## config.mk

```make
export PLATFORM = sky130hd
export DESIGN_NAME = wdt_escalation_ctrl
export DESIGN_NICKNAME = d
export VERILOG_FILES = /design/src/rtl/wdt_escalation_ctrl.sv
export SDC_FILE = /design/constraint.sdc
export NUM_CORES = 1
export LEC_CHECK = 0
export BUFFER_PORTS_ARGS = -buffer_cell sky130_fd_sc_hd__buf_4
export CAP_MARGIN = 20
export CORE_MARGIN = 2
export CORE_UTILIZATION = 52
export CTS_BUF_LIST = sky130_fd_sc_hd__clkbuf_8
export DETAILED_ROUTE_END_ITERATION = 6
export GPL_TIMING_DRIVEN = 0
export PLACE_DENSITY = 0.77
export SLEW_MARGIN = 20
export SYNTH_ARGS = -nofsm -noshare
export SYNTH_HDL_FRONTEND = slang
export SYNTH_SLANG_ARGS = --single-unit
export TNS_END_PERCENT = 10
```

## constraint.sdc

```tcl
create_clock -name clk -period 1.7 [get_ports clk]
set_clock_uncertainty 0.2 [all_clocks]
set_input_delay 0 -clock clk [delete_from_list [all_inputs] [get_ports clk]]
set_output_delay 0 -clock clk [all_outputs]
set_load 0.005 [all_outputs]
```

## src/rtl/wdt_escalation_ctrl.sv

```systemverilog
// wdt_escalation_ctrl
//   Escalates the watchdog timeout flag. The first rising edge of timeout_in
//   raises a warning interrupt and opens a grace window. If software does not
//   service within the window, the block pulses a system reset, force-services
//   the watchdog and records the cause. Once MAX_RESETS watchdog resets have
//   been counted, the system is held in reset until rst.
//
// Ports
//   clk         clock, all logic on posedge
//   rst         asynchronous active-high reset
//   timeout_in  level timeout flag from the watchdog counter
//   service_in  software kick (also drives the watchdog service input)
//   irq_ack     software acknowledge, clears irq
//   clr_cause   clears wdt_cause and reset_cnt (IDLE/WARN only)
//   irq         warning interrupt (level)
//   sys_rst     system reset request
//   wdt_reload  forced service to the watchdog
//   lockout     permanent lockout indication
//   wdt_cause   sticky: last system reset came from the watchdog
//   reset_cnt   saturating count of watchdog resets
//   state       FSM state
//
// state  | meaning
// IDLE   | waiting for a timeout rising edge
// WARN   | irq raised, grace window counting down
// RESET  | sys_rst/wdt_reload pulse in progress
// LOCK   | terminal, system held in reset

module wdt_escalation_ctrl #(
    parameter int GRACE_CYCLES = 16,
    parameter int RST_LEN      = 4,
    parameter int MAX_RESETS   = 3,
    parameter int CNT_W        = 4
) (
    input  logic             clk,
    input  logic             rst,
    input  logic             timeout_in,
    input  logic             service_in,
    input  logic             irq_ack,
    input  logic             clr_cause,
    output logic             irq,
    output logic             sys_rst,
    output logic             wdt_reload,
    output logic             lockout,
    output logic             wdt_cause,
    output logic [CNT_W-1:0] reset_cnt,
    output logic [1:0]       state
);

    localparam int GW = (GRACE_CYCLES > 1) ? $clog2(GRACE_CYCLES) : 1;
    localparam int RW = $clog2(RST_LEN);

    localparam logic [GW-1:0]    GRACE_LOAD = GW'(GRACE_CYCLES - 1);
    localparam logic [RW-1:0]    RST_LOAD   = RW'(RST_LEN - 1);
    localparam logic [CNT_W-1:0] CNT_SAT    = {CNT_W{1'b1}};
    localparam logic [CNT_W-1:0] CNT_LIMIT  = CNT_W'(MAX_RESETS);

    typedef enum logic [1:0] {
        ST_IDLE  = 2'd0,
        ST_WARN  = 2'd1,
        ST_RESET = 2'd2,
        ST_LOCK  = 2'd3
    } state_t;

    state_t           state_q, state_d;
    logic             timeout_q, timeout_d;
    logic [GW-1:0]    grace_q, grace_d;
    logic [RW-1:0]    rst_len_q, rst_len_d;
    logic             irq_q, irq_d;
    logic             sys_rst_q, sys_rst_d;
    logic             wdt_reload_q, wdt_reload_d;
    logic             lockout_q, lockout_d;
    logic             wdt_cause_q, wdt_cause_d;
    logic [CNT_W-1:0] reset_cnt_q, reset_cnt_d;
    logic             trigger;

    // A level held from before the edge must never re-arm the warning.
    assign trigger = timeout_in & ~timeout_q;

    always_comb begin
        state_d      = state_q;
        timeout_d    = timeout_in;
        grace_d      = grace_q;
        rst_len_d    = rst_len_q;
        irq_d        = irq_q;
        sys_rst_d    = sys_rst_q;
        wdt_reload_d = wdt_reload_q;
        lockout_d    = lockout_q;
        wdt_cause_d  = wdt_cause_q;
        reset_cnt_d  = reset_cnt_q;

        case (state_q)
            ST_IDLE: begin
                if (clr_cause) begin
                    wdt_cause_d = 1'b0;
                    reset_cnt_d = '0;
                end
                if (trigger && !service_in) begin
                    state_d = ST_WARN;
                    irq_d   = 1'b1;
                    grace_d = GRACE_LOAD;
                end
            end

            ST_WARN: begin
                if (clr_cause) begin
                    wdt_cause_d = 1'b0;
                    reset_cnt_d = '0;
                end
                if (irq_ack) begin
                    irq_d = 1'b0;
                end
                if (service_in) begin
                    state_d = ST_IDLE;
                    irq_d   = 1'b0;
                end else if (grace_q == '0) begin
                    // Escalation overrides a same-cycle clr_cause; count from the held value.
                    state_d      = ST_RESET;
                    irq_d        = 1'b0;
                    sys_rst_d    = 1'b1;
                    wdt_reload_d = 1'b1;
                    wdt_cause_d  = 1'b1;
                    reset_cnt_d  = (reset_cnt_q == CNT_SAT) ? reset_cnt_q
                                                             : reset_cnt_q + 1'b1;
                    rst_len_d    = RST_LOAD;
                end else begin
                    grace_d = grace_q - 1'b1;
                end
            end

            ST_RESET: begin
                if (rst_len_q == '0) begin
                    wdt_reload_d = 1'b0;
                    if (reset_cnt_q >= CNT_LIMIT) begin
                        state_d   = ST_LOCK;
                        lockout_d = 1'b1;
                    end else begin
                        state_d   = ST_IDLE;
                        sys_rst_d = 1'b0;
                    end
                end else begin
                    rst_len_d = rst_len_q - 1'b1;
                end
            end

            ST_LOCK: begin
                sys_rst_d    = 1'b1;
                lockout_d    = 1'b1;
                wdt_reload_d = 1'b0;
            end

            default: begin
                state_d = ST_IDLE;
            end
        endcase
    end

    always_ff @(posedge clk or posedge rst) begin
        if (rst) begin
            state_q      <= ST_IDLE;
            timeout_q    <= 1'b0;
            grace_q      <= '0;
            rst_len_q    <= '0;
            irq_q        <= 1'b0;
            sys_rst_q    <= 1'b0;
            wdt_reload_q <= 1'b0;
            lockout_q    <= 1'b0;
            wdt_cause_q  <= 1'b0;
            reset_cnt_q  <= '0;
        end else begin
            state_q      <= state_d;
            timeout_q    <= timeout_d;
            grace_q      <= grace_d;
            rst_len_q    <= rst_len_d;
            irq_q        <= irq_d;
            sys_rst_q    <= sys_rst_d;
            wdt_reload_q <= wdt_reload_d;
            lockout_q    <= lockout_d;
            wdt_cause_q  <= wdt_cause_d;
            reset_cnt_q  <= reset_cnt_d;
        end
    end

    assign irq        = irq_q;
    assign sys_rst    = sys_rst_q;
    assign wdt_reload = wdt_reload_q;
    assign lockout    = lockout_q;
    assign wdt_cause  = wdt_cause_q;
    assign reset_cnt  = reset_cnt_q;
    assign state      = state_q;

endmodule

```

* Word level (Yosys, flattened, before mapping)
Index checks and enable logic that the tools add are counted.
** Storage, ports and cells
- Register bits after elaboration :: 18
- Input port bits :: 6
** Cells by class
- $add $sub $neg :: 3
- Magnitude comparators :: 1
- Equal/unequal tests :: 15
- Multiplexer cells :: 38
- Bitwise logic cells :: 2
- Reductions and logical operators :: 18
** Operators with widths (count)
- $mux W4 :: 7
- $mux W2 :: 8
- $ne A2 B2 Y1 const B :: 8
- $pmux W4 S2 :: 2
- $reduce_and A4 Y1 :: 4
- $mux W1 :: 14
- $ne A4 B4 Y1 const B :: 2
- $pmux W1 S2 :: 3
- $pmux W1 S3 :: 2
- $pmux W2 S3 :: 1
- $reduce_and A3 Y1 :: 2
- $reduce_bool A2 Y1 :: 3
- $reduce_bool A3 Y1 :: 2
- $reduce_and A5 Y1 :: 1
- $add A4 B1 Y4 const B :: 1
- $eq A2 B2 Y1 const B :: 2
- $eq A4 B4 Y1 const B :: 1
- $ge A4 B2 Y1 const B :: 1
- $logic_not A2 Y1 :: 2
- $logic_not A4 Y1 :: 1
- $pmux W2 S2 :: 1
- $sub A4 B1 Y4 const B :: 1
- $ne A3 B3 Y1 const B :: 1
- $eq A2 B1 Y1 const B :: 1
- 6 further kinds :: 6

* Logic depth before layout (Yosys ltp)
Gate-level depths: netlist of the first run.
- Depth after elaboration :: 5
- Mapped depth :: 7
- Depth with buffers taken out :: 6

* Worst setup path after synthesis of the first run
OpenSTA, ideal clock, no wires.
- Path type :: flip-flop to flip-flop
- Start point :: register state_q[0] (netlist: state[0])
- End point :: register state_q[0] (netlist: state[0])
- Library setup time :: 0.128 ns
- Data arrival time :: 1.524 ns
- Slack :: -0.152 ns
- Cell stages (with the launch flop) :: 8
- Buffers on the path :: 1
- Cells stage by stage :: dfrtp_1 > inv_1 > ha_1 > clkbuf_1 > nor2b_1 > nor2_1 > nand3_1 > mux2_1
** Between the ends
- Cells in the longest elaborated chain, start to end :: 3
- Elaborated cells between the ends (all ways) :: 9
- Those cells by class :: eq/ne (5); mux (1); reduce/logical (3)
** Ends and longest elaborated chain
- start: declaration :: RTL line 65 : state_t state_q, state_d;
- start signal: assignment :: RTL line 171 : state_q <= state_d;
- $eq A2 B1 Y1 (tied with other cells) :: RTL line 92 : case (state_q)
- $ne A3 B3 Y1 (no line) (tied with other cells)
- $reduce_and A4 Y1 (no line)
Several ways; a longest one is shown, not always the timed one.
A chain may end at the register's enable or synchronous reset.

* Worst setup path in the final report of the first run
- Start point :: register reset_cnt_q[0] (netlist: reset_cnt[0])
- End point :: register state_q[1] (netlist: state[1])
** Between the ends
- Cells in the longest elaborated chain, start to end :: 4
** Ends and longest elaborated chain
- start: declaration :: RTL line 74 : logic [CNT_W-1:0] reset_cnt_q, reset_cnt_d;
- start signal: assignment :: RTL line 180 : reset_cnt_q <= reset_cnt_d;
- $ge A4 B2 Y1 :: RTL line 134 : if (reset_cnt_q >= CNT_LIMIT) begin
- $mux W2 :: RTL line 134
- $mux W2 :: RTL line 132 : if (rst_len_q == '0) begin
- $pmux W2 S3 :: RTL line 92
No other way between the ends. The select of a mux whose other input is x is not followed.

==> results of run 1 <==
final cells by class:
| cell class | count | area [sq um] |
|---|---|---|
| well taps | 27 | 33.8 |
| plain buffers | 2 | 27.5 |
| repair buffers | 31 | 245 |
| flip-flops and latches | 18 | 452 |
| inverters | 9 | 33.8 |
| fillers | 123 | 393 |
| clock buffers | 4 | 55.1 |
| multi-input cells | 85 | 702 |
per-stage QoR:
step	hold WS, ns	setup slack, ns
2_1_floorplan	-0.261	-0.0654
3_3_place_gp	-0.0805	-0.170
3_5_place_dp	-0.0808	-0.197
4_1_cts	0.196	-0.0898
5_1_grt	0.204	-0.217
6_report	0.193	-0.153
cells by family (layout without fill, tap and decap cells):
kind of cell / Yosys count / after routing / synth area share
mux: 4 / 4 / 0.0416
simple gates: 41 / 41 / 0.202
flops: 18 / 18 / 0.428
buf+inv: 12 / 46 / 0.0428
fa+ha+maj: 7 / 7 / 0.0832
compound gates: 33 / 33 / 0.202
per-layer routing:
layer	routed length [um]	global-route usage	vias to the layer above	share of wire
met5	0	0	-	0
met4	70	0.105	0	0.024
met3	127	0.0429	9	0.044
met2	1480	0.450	36	0.51
met1	1200	0.294	497	0.42
li1	-	-	476	-
placed cells by master, fill, tap and decap left out, types with 3 or more instances in the layout:
cell type	count
a21oi_1	7
buf_4	26
clkbuf_8	6
dfrtp_1	17
dlygate4sd3_1	5
ha_2	3
inv_1	6
inv_2	3
nand2_1	7
nand2b_1	5
nor2_1	4
nor3_1	4
o21ai_0	7
o2bb2ai_1	3
o31a_1	3
o31ai_1	3
power by group:
group	internal (mW)	switching, mW
combinational	0.636	0.619
sequential	0.525	0.0927
clock	0.207	0.165
total	1.37	0.877
state kept, by name, indices dropped and copies added (netlist names):
signal and count:
timeout_q 1, irq 1, state 2, grace_q 4, wdt_cause 1, sys_rst 1, wdt_reload 1, lockout 1
reset_cnt 4, rst_len_q 2
critical path, cell delays in order, from the launching register on:
cell and delay (ns):
dfrtp_2 0.46, ha_2 0.24, nor3_2 0.27, nand2b_1 0.19, a21boi_0 0.10, mux2_4 0.28
final timing paths:
| path | cells after the start | startpoint | endpoint |
|---|---|---|---|
| worst min-delay path | 2 | timeout_in | timeout_q |
| min in group asynchronous | 3 | rst | grace_q[0] |
| worst min register to register | 2 | lockout | lockout |
| max in group asynchronous | 3 | rst | reset_cnt[0] |
| worst max register to register | 5 | reset_cnt[0] | state[1] |
| worst max-delay path | 5 | reset_cnt[0] | state[1] |
timing repair:
action,4_1_cts,5_1_grt
hold buffers,5,0
pin swaps,5,4
setup buffers,7,3
cloned,0,0
setup endpoints to repair,15,15
hold endpoints to repair,24,0
resized for setup,24,13
==> flow_summary.toml, run 1 <==
[yosys]
ys_ff_latch = 18
syn_nets = 128
synth_cells = 115
yosysUniqueCellTypes = 30
synth.most_common_cell = "dfrtp_1"
synth-edff-count = 0
syn-cell-area_sq_mm = 0.00105
ys_top_cells_by_area = "dfrtp_1 43%, ha_1 8.3%, a21oi_1 4.3%"
ys_async_sr_fraction = 1.00
yosys.area.top_type = "dfrtp_1"
synth_top_area_frac = 0.428
ys_top_cells_by_count = "18 x dfrtp_1, 9 x a21oi_1, 9 x inv_1, 9 x nand2_1, 8 x o21ai_0"
synthFlopType = "dfrtp_1"
synth_area_per_cell_sq_um = 9.15
ys_warn_count = 0
yosysSeqAreaShare = 0.428

[route]
wire_per_inst_um = 16.4
vias_per_cell = 5.78
drt_iter0_drc = 31
wirelength_um = 2890
drc = 0
drtPass1Iterations = 4
ant_nets = 0
vias = 1018

[placement]
dpl_cell_area_sq_mm = 0.00123
dp_cells = 158
place_hpwl_um = 1620
port_buffers = 16
finalWeightedCongestion = 0.799

[floorplanning]
initial_core_util = 0.542
fp.dieW_um = 49.0
io_pins = 17
row_count = 16
coreArea_sq_mm = 0.00194
dieArea_sq_mm = 0.00240
die_h_um = 49.0

[layout]
final_area_sq_mm = 0.00155
drive_above_1_share = 0.436
fin_cells = 176
nets = 163
post-route-util = 0.798
antenna_cells = 0
areaGrowthSynthToFinish_pct = 47.2

[global_routing]
grt_pass1_vias = 1032
grt_pass1_wl_um = 4610
grt_usage = 0.251
antenna_found_initial = 0
grt_overflow = 0
grt_max_degree = 19

[sta]
max_freq_mhz = 540
setup_viol = 13
drv_slew = 0
worst_pin_slew_ns = 0.692
post-route-period-util = 1.09
setup_tns_ns = -1.01
post-route-min-period_ns = 1.85
finalWorstSetupSlack_ns = -0.153
finalHoldViolCount = 0
slew_headroom = 0.538
rsz0062_at_grt = "yes"

[clock_network]
cts_buffer_depth = 2
cts_sinks = 18
root_buffer = "clkbuf_8"
h-tree-depth = 1
insertion_delay_ns = 0.26
cts_tree = "done"
path_clk_slew_ns = 0.08
numCtsBuffers = 3

[critical_path]
crit_path_start_kind = "register"
criticalPathCategory = "register to register"
crit_fanout = 7
critical_path_required_ns = 1.65
cp-end-kind = "register"
worstPathArrival_ns = 1.80
r2r_slack_ns = -0.15

[power_and_ir_drop]
ir_drop_uv = 874
finalPower_mw = 2.24
pwr_density_cell_mw_per_mm2 = 1450
power_leakage_nw = 0.688

[worst_hold_path]
hp-class = "input pin to register"

[flow_run]
max_cap_viol_count = 0

[outcome]
violations = "setup timing"
status = "finished, violations left"
Note: power is estimated with default switching activity, not from simulation.
==> run 2, diff against run 1 <==
Settings changed: BUFFER_PORTS_ARGS -buffer_cell sky130_fd_sc_hd__buf_4 to unset, CORE_UTILIZATION 52 to 54, DONT_BUFFER_PORTS set to 1, PLACE_DENSITY 0.77 to 0.72.
==> flow_summary.toml, run 2 (synthesis results as in run 1) <==
[outcome]
status = "finished, violations left"
violations = "setup timing"

[power_and_ir_drop]
swShare = 0.402
clockPowerShare = 0.153
ir_drop_uv = 1090
pwr-share-comb = 0.517
p_int_mw = 1.16
p_seq_frac = 0.331
pwr_density_cell_mw_per_mm2 = 1460
power_leakage_nw = 0.539
netSwitchingPower_mw = 0.778

[global_routing]
grt_pass1_vias = 862
antenna_found_initial = 0
grt_overflow = 0
grt_pass1_wl_um = 3710
grt_max_degree = 19
grt_usage = 0.228

[layout]
final_area_sq_mm = 0.00133
final_common_cell = "dfrtp_1"
drive_above_1_share = 0.285
antenna_cells = 0
areaGrowthSynthToFinish_pct = 26.0
fill_cells = 117
nets = 138
post-route-util = 0.744
fin_cells = 148
final_cell_mix = "16 x dfrtp_1, 9 x a21oi_1, 7 x o21ai_0, 7 x nand2_1, 6 x inv_1"

[sta]
max_freq_mhz = 555
post-route-period-util = 1.06
finalHoldViolCount = 0
worst_pin_slew_ns = 0.659
slew_headroom = 0.560
hold_ws_ns = 0.0473
setup_tns_ns = -0.787
rsz0062_at_grt = "yes"
drv_slew = 0
setup_viol = 15
post-route-min-period_ns = 1.80
finalWorstSetupSlack_ns = -0.100

[critical_path]
cp-end-kind = "register"
crit_path_start_kind = "register"
crit_fanout = 4
ff2ff_path_depth = 6
r2r_slack_ns = -0.10
worstPathArrival_ns = 1.74
criticalPathCategory = "register to register"
regToRegEndpoint = "state[0]"
critical_path_required_ns = 1.64
r2r_start = "grace_q[1]"

[route]
wirelength_um = 2310
drc = 0
wire_per_inst_um = 15.6
drt_iter0_drc = 9
vias_per_cell = 6.09
vias = 902
drtPass1Iterations = 4
ant_nets = 0

[placement]
dpl_cell_area_sq_mm = 0.00111
finalWeightedCongestion = 0.801
place_hpwl_um = 1540
port_buffers = 0
dp_cells = 140

[clock_network]
path_clk_slew_ns = 0.07
cts_sinks = 18
root_buffer = "clkbuf_8"
insertion_delay_ns = 0.25
numCtsBuffers = 3
cts_tree = "done"
cts_buffer_depth = 2
h-tree-depth = 1

[worst_hold_path]
holdCritStartpoint = "service_in"
holdPathEnd = "irq"
holdPathStages = 3
hp-class = "input pin to register"

[floorplanning]
initial_core_util = 0.590
row_count = 15
die_h_um = 48.1
io_pins = 17
dieArea_sq_mm = 0.00232
coreArea_sq_mm = 0.00178
fp.dieW_um = 48.1

[flow_run]
max_cap_viol_count = 0
-- run 2: cell types whose count changed in the layout (fill, tap and decap cells not counted), moves of 2 or more --
cell	before	now
nor2_4	1	3
clkbuf_8	6	4
a21oi_2	2	0
buf_4	26	1
nor2_2	2	0
a21oi_1	7	9
-- run 2: critical path, stage by stage (launching register included) --
cell	delay [ns]
dfrtp_1	0.39
inv_2	0.07
ha_4	0.13
or3b_4	0.41
nand2_4	0.09
nand3_4	0.09
mux2_4	0.30
-- run 2: power by group through the flow --
stage	clock network (mW)	logic [mW]	registers [mW]
floorplan	0	0.598	0.608
global placement	0	0.697	0.631
detailed placement	0	0.728	0.637
CTS	0.298	0.934	0.635
global route	0.312	1.12	0.654
finish	0.296	0.999	0.639
-- run 2: worst max path at each step --
stage	endpoint	slack [ns]	start
2_1_floorplan	state[1]	-0.07	grace_q[0]
3_3_place_gp	state[1]	-0.20	state[0]
3_5_place_dp	state[0]	-0.24	state[0]
4_1_cts	reset_cnt[3]	-0.09	grace_q[0]
5_1_grt	reset_cnt[3]	-0.21	state[1]
6_report	state[0]	-0.10	grace_q[1]
-- run 2: timing repair --
item | in CTS | in global routing
endpoints found under the hold margin | 32 | 0
setup endpoints to repair | 15 | 15
hold buffers | 5 | 0
pin swaps | 4 | 2
gates resized for setup | 24 | 10
setup buffers | 1 | 0
-- run 2: area by class of cell --
cell class / count / area (sq um) / area share
multi-input cells: 85 / 688 / 0.519
well taps: 25 / 31.3 / 0.0236
repair buffers: 6 / 57.6 / 0.0434
inverters: 9 / 33.8 / 0.0255
flip-flops and latches: 18 / 453 / 0.342
clock buffers: 3 / 41.3 / 0.0311
plain buffers: 2 / 21.3 / 0.0160
-- run 2: metal layers --
metal  vias up  wire length (um)  track usage
li1        429                 -            -
met1       445              1040        0.294
met2        23              1140        0.376
met3         5                95       0.0333
met4         0                37        0.103
met5         -                 0            0
-- run 2: metrics by stage --
stage               total power, mW  setup slack [ns]
floorplan                      1.21           -0.0654
global placement               1.33            -0.205
detailed placement             1.37            -0.242
CTS                            1.87           -0.0934
global route                   2.09            -0.210
finish                         1.93            -0.100
